[src/rtl/tv80_tb_pkg.sv]
// tv80_tb_pkg: shared types and defaults for the tv80 bus memory model
package tv80_tb_pkg;
    localparam logic [7:0] DEF_IO_PAGE = 8'h10;
    typedef struct packed {
        logic        io;
        logic [15:0] addr;
        logic [7:0]  data;
    } trace_entry_t;
    typedef enum logic [1:0] {IDLE, COUNT, DONE} wait_state_e;
endpackage

[src/rtl/tv80_trace_fifo.sv]
// tv80_trace_fifo: write-trace FIFO with sticky overflow flag
module tv80_trace_fifo
    import tv80_tb_pkg::*;
#(
    parameter int DEPTH = 16,
    parameter type entry_t = trace_entry_t
) (
    input  logic   clk,
    input  logic   reset_n,
    input  logic   push,
    input  entry_t din,
    input  logic   pop,
    output entry_t dout,
    output logic   full,
    output logic   empty,
    output logic   ovf
);
    localparam int PW = $clog2(DEPTH);
    localparam int CW = PW + 1;
    entry_t        store [DEPTH];
    logic [PW-1:0] wp, rp;
    logic [CW-1:0] cnt;
    logic          do_pop, do_push;
    assign empty   = cnt == '0;
    assign full    = cnt == CW'(DEPTH);
    assign do_pop  = pop & !empty;
    // a pop in the same cycle frees the slot, so a full FIFO still accepts the push
    assign do_push = push & (!full | do_pop);
    assign dout    = store[rp];
    always_ff @(posedge clk or negedge reset_n) begin
        if (!reset_n) begin
            wp  <= '0;
            rp  <= '0;
            cnt <= '0;
            ovf <= 1'b0;
        end else begin
            wp  <= wp + PW'(do_push);
            rp  <= rp + PW'(do_pop);
            cnt <= cnt + CW'(do_push) - CW'(do_pop);
            if (push && !do_push) ovf <= 1'b1;
        end
    end
    always_ff @(posedge clk) begin
        if (do_push) store[wp] <= din;
    end
endmodule

[config.mk]
export PLATFORM = sky130hd
export DESIGN_NAME = tv80_trace_fifo
export DESIGN_NICKNAME = d
export VERILOG_FILES = /design/src/rtl/tv80_tb_pkg.sv /design/src/rtl/tv80_trace_fifo.sv
export SDC_FILE = /design/constraint.sdc
export NUM_CORES = 1
export LEC_CHECK = 0
export BUFFER_PORTS_ARGS = -buffer_cell sky130_fd_sc_hd__buf_2
export CORE_ASPECT_RATIO = 0.8
export CORE_MARGIN = 8
export CORE_UTILIZATION = 25
export DETAILED_ROUTE_END_ITERATION = 12
export GPL_TIMING_DRIVEN = 0
export PLACE_DENSITY_LB_ADDON = 0.25
export SETUP_SLACK_MARGIN = 0.02
export SLEW_MARGIN = 40
export SYNTH_ARGS = -nofsm -noshare
export SYNTH_HDL_FRONTEND = slang
export SYNTH_SLANG_ARGS = --single-unit
[constraint.sdc]
create_clock -name clk -period 6.15 [get_ports clk]
set_input_delay 0.9225 -clock clk [delete_from_list [all_inputs] [get_ports clk]]
set_output_delay 0.9225 -clock clk [all_outputs]
set_load 0.01 [all_outputs]
== Yosys cells after proc, flatten, opt, wreduce, memory -nomap -nowiden ==
Memory sizes are Yosys's and may differ from the RTL's.
Cells that the tools add are included.

* Bits in registers: 14
* Latch bits: 0
* RAM bits: 400
* ROM bits: 0
* Output and inout port bits: 28
* Word-level logic and storage cells: 20
* Memories kept: 1

* Add/subtract/negate cells: 4
* Multiply operators: 0
* Div/mod/pow operators: 0
* Order comparisons: 0
* Equality and inequality tests: 1
* Shift operators: 0
* Multiplexer cells: 2
* Bitwise operators: 3
* Reduce and logical (&&, ||, !) cells: 5

{| class="wikitable"
|+ Memory list
! memory !! depth !! width !! read ports !! clocked after memory_dff !! write ports !! RTL line !! text
|-
| store || 16 || 25 || 1 || 0 || 1 || tv80_trace_fifo.sv:20 || <nowiki>entry_t store [DEPTH];</nowiki>
|}

{| class="wikitable"
|+ Operator list
! operator !! number
|-
| adder 4 x 1 -> 4 bit || 2
|-
| adder 5 x 1 -> 5 bit || 1
|-
| == test 5 bit, second input constant || 1
|-
| zero test 5 bit || 1
|-
| subtractor 5 x 1 -> 5 bit || 1
|-
| zero test 1 bit || 3
|-
| AND 1 bit || 2
|-
| two-way mux 1 bit || 2
|-
| logical AND 1 bit || 1
|-
| bitwise OR 1 bit || 1
|}

== Logic depth before layout (Yosys ltp) ==
* Depth after elaboration: 7
* Mapped depth: 12

== Worst setup path before layout ==
No wires, ideal clock.

* Path kind: in2reg
* Start point: input pop
* End point: memory store[1][0] (netlist name) (enable)
* Setup time: 0.438 ns
* Arrival: 3.170 ns
* Data required time: 5.712 ns
* Setup slack: 2.542 ns
* Stages on the path: 4
* Path buffers: 0
* Cells stage by stage: inv_1 -> a21boi_1 -> nand3b_1 -> nor3_1

* Longest elaborated chain between the ends: 5

{| class="wikitable"
|+ Ends and longest elaborated chain
! item !! RTL line !! text
|-
| start: declaration || tv80_trace_fifo.sv:12 || <nowiki>input logic pop,</nowiki>
|-
| AND 1 bit || tv80_trace_fifo.sv:26 || <nowiki>assign do_pop = pop & !empty;</nowiki>
|-
| bitwise OR 1 bit || tv80_trace_fifo.sv:28 || <nowiki>assign do_push = push & (!full | do_pop);</nowiki>
|-
| AND 1 bit || tv80_trace_fifo.sv:28 ||
|-
| two-way mux 1 bit || tv80_trace_fifo.sv:44 || <nowiki>if (do_push) store[wp] <= din;</nowiki>
|-
| two-way mux 1 bit (implied by the code) || tv80_trace_fifo.sv:44 ||
|-
| end: declaration || tv80_trace_fifo.sv:20 ||
|}

Every way passes these cells.

==> impl_results.md <==
* Run status: finished, final reports clean
* Routed Antenna Nets at 0
* Crit path DAT at 2.79 ns
* Sink Count at 414
* Distinct cells, synth at 31
* VDD IR max at 0.209 mV
* Via density at 4.30
* Die Width at 297 µm
* Clk buf depth at 3
* WP buf/inv at 3
* Avg Cell Area, Syn at 22.7 µm²
* Clock Pin Slew Worst Setup and Hold Paths at 0.06 ns
* Cells after synthesis at 694
* Total global routing overflow at 0
* Hpwl dp at 25800 µm
* Grt peak-use layer: met2
* CTS Buf Count at 42
* Multi-input gate area at 3270 µm²
* Type of origin of the critical path: flip-flop
* DR WL/cell at 21.7 µm
* Port buffer count at 56
* Chip height at 241 µm
* Hold Path Class: input pin to async pin
* # DRC at 0
* CP max stage delay at 0.60 ns
* Clock Tree Root: clkbuf_16
* Register Area at 12400 µm²
* Met3 Track Usage GR at 0.0238
* Initial antenna violation count at 0
* 1st-iter DRT viols at 757
* Largest net degree at the start of global routing at 17
* Seq cells post-synth at 414
* Met2 usage at 0.168
* Worst rel slew slack at 0.475
* Initial core utilization at 0.252
* H-tree levels at 2
* Critical Path RT at 5.23 ns
* Asr flop ratio synth at 0.0338
* Share of cells above drive strength 1 at 0.343
* Core area at 62500 µm²
* Unrepaired setup endpoints after global routing: no
* Worst-skew pair later-pin latency at 0.54 ns
* Setup Skew at 0.0154 ns
* First-pass GRT wire length at 54300 µm
* Die area at 71300 µm²
* Worst-Margin Slew at 0.787 ns
* Nature of the critical path endpoint: output pin
* Setup_tns at 0 ns
* Synthesized cell area at 15800 µm²
* Filler instances at 6035
* Via count at 7335
* PwrDens at 455 nW/µm²
* Io pins at 57
* Achievable Freq at 269 MHz
* Final instance area at 19100 µm²
* CTS tree: built
* Inserted Diodes at 0
* Nets at 875
* Area Overhead vs Synth at 21.1%
* Leak Pwr at 6.14 nW
* Tcrit/Tclk final at 0.604
* Post-CTS Hold Fix Bufs at 0
* Crit-path most repeated cell: buf_2
* Crit-path leading delay family: buffers and inverters
* Setup Fix Bufs, Post-CTS at 0
* Crit path max fanout at 10
* Critical path class: flip-flop to output pin
* Number of max-cap violations at 0
* Crit-path cells: buf_2 > buf_1 > mux4_2 > a22oi_1 > nand2_1 > buf_2
* Final Hold Violating Endpoints at 0
* CTS resizes at 0
* FP Rows at 82
* Total GRT Usage at 0.104
* Dpl cell area at 17800 µm²
* Net Count, Synth at 733
* Ys flop type: edfxtp_1
* GRT met1 Usage at 0.141
* Post-synth EDFFs at 400
* Vias in the first global route at 7836
* Max-slew violations at 0
* Final setup viols at 0
* Crit path time final at 3.72 ns
* Total of warnings raised by yosys at 0
* DRT Pass-1 Iters at 4
* RePlAce Congestion at 0.670
* DRT Wirelength at 37000 µm
* Seq/Total Area, Yosys at 0.785
* CP max-delay cell: buf_1
metrics by stage:
step	hold WS (ns)	util	std cells	setup slack, ns	power [mW]
finish	0.282	0.305	1707	2.43	8.69
global route	0.286	0.305	1707	2.21	9.16
global placement	0.447	0.273	1590	0.113	6.20
detailed placement	0.457	0.284	1632	2.77	6.36
CTS	0.257	0.305	1707	2.27	8.88
floorplan	0.480	-	694	2.54	5.22
sequential cells by signal (all words and copies together) (netlist names):
signal / flops
cnt: 5
rp: 4
wp: 4
store: 400
ovf: 1
where the power goes:
| part | switching, mW | internal (mW) |
|---|---|---|
| sequential | 0.0882 | 3.42 |
| clock | 1.04 | 1.44 |
| combinational | 1.54 | 1.16 |
| total | 2.67 | 6.02 |
cell usage in the layout (no fill, tap or decap), drive strengths merged, types with 10 or more instances in the layout:
cell	netlist	layout
buf	21	119
mux4	100	100
edfxtp	400	400
nand2	28	28
inv	9	10
nor2	14	14
a22oi	50	50
dfrtp	14	14
clkbuf	14	63
clkinv	0	19
layout make-up:
cell class | instances | share of cell area
tap | 840 | 0.0551
multi-input combinational | 236 | 0.171
timing repair buffer | 98 | 0.0437
clock inverter | 26 | 0.0119
sequential | 414 | 0.648
inverter | 9 | 0.00177
buffer | 35 | 0.0107
clock buffer | 49 | 0.0576
per-layer routing:
metal,vias up,wire length [µm]
li1,3218,-
met1,3900,17000
met2,167,17600
met3,50,1830
met4,0,622
met5,-,0
Yosys cell counts, types with 2 or more instances:
cell        n  area share
a21oi_1     2     0.00064
a22oi_1    50       0.024
buf_1       5      0.0012
buf_2       5      0.0016
buf_4       6      0.0029
buf_6       5      0.0036
clkbuf_1   14      0.0033
dfrtp_1    14       0.022
edfxtp_1  400        0.76
ha_1        9      0.0071
inv_1       9      0.0021
mux4_2    100        0.14
nand2_1    28      0.0067
nand2b_1    3      0.0012
nand3_1     3     0.00095
nand3b_1    2     0.00095
nor2_1     14      0.0033
nor2b_1     2     0.00079
nor3_1      4      0.0013
xnor2_1     4      0.0022
xor2_1      5      0.0028
worst paths after layout:
path                       slack [ns]  startpoint            to  cells past startpoint
max                              2.43       rp[1]      dout[18]                      6
min                              0.28     reset_n        cnt[4]                      1
max reg2reg                      2.99      cnt[2]  store[1][13]                      9
min reg2reg                      0.47         ovf           ovf                      1
max in group asynchronous        5.62     reset_n        cnt[1]                      1
min in group clk                 0.47         ovf           ovf                      1
cells by family (layout without fill, tap and decap cells):
family          Yosys count  count (layout)  share of synthesized area
mux                     100             100                      0.143
fa+ha+maj                10              10                    0.00842
simple gates             60              60                     0.0173
compound gates           57              57                     0.0268
flops                   414             414                      0.785
xor+xnor                  9               9                    0.00500
buf+inv                  44             217                     0.0147
No activity file was read; power rests on OpenSTA's default activity.
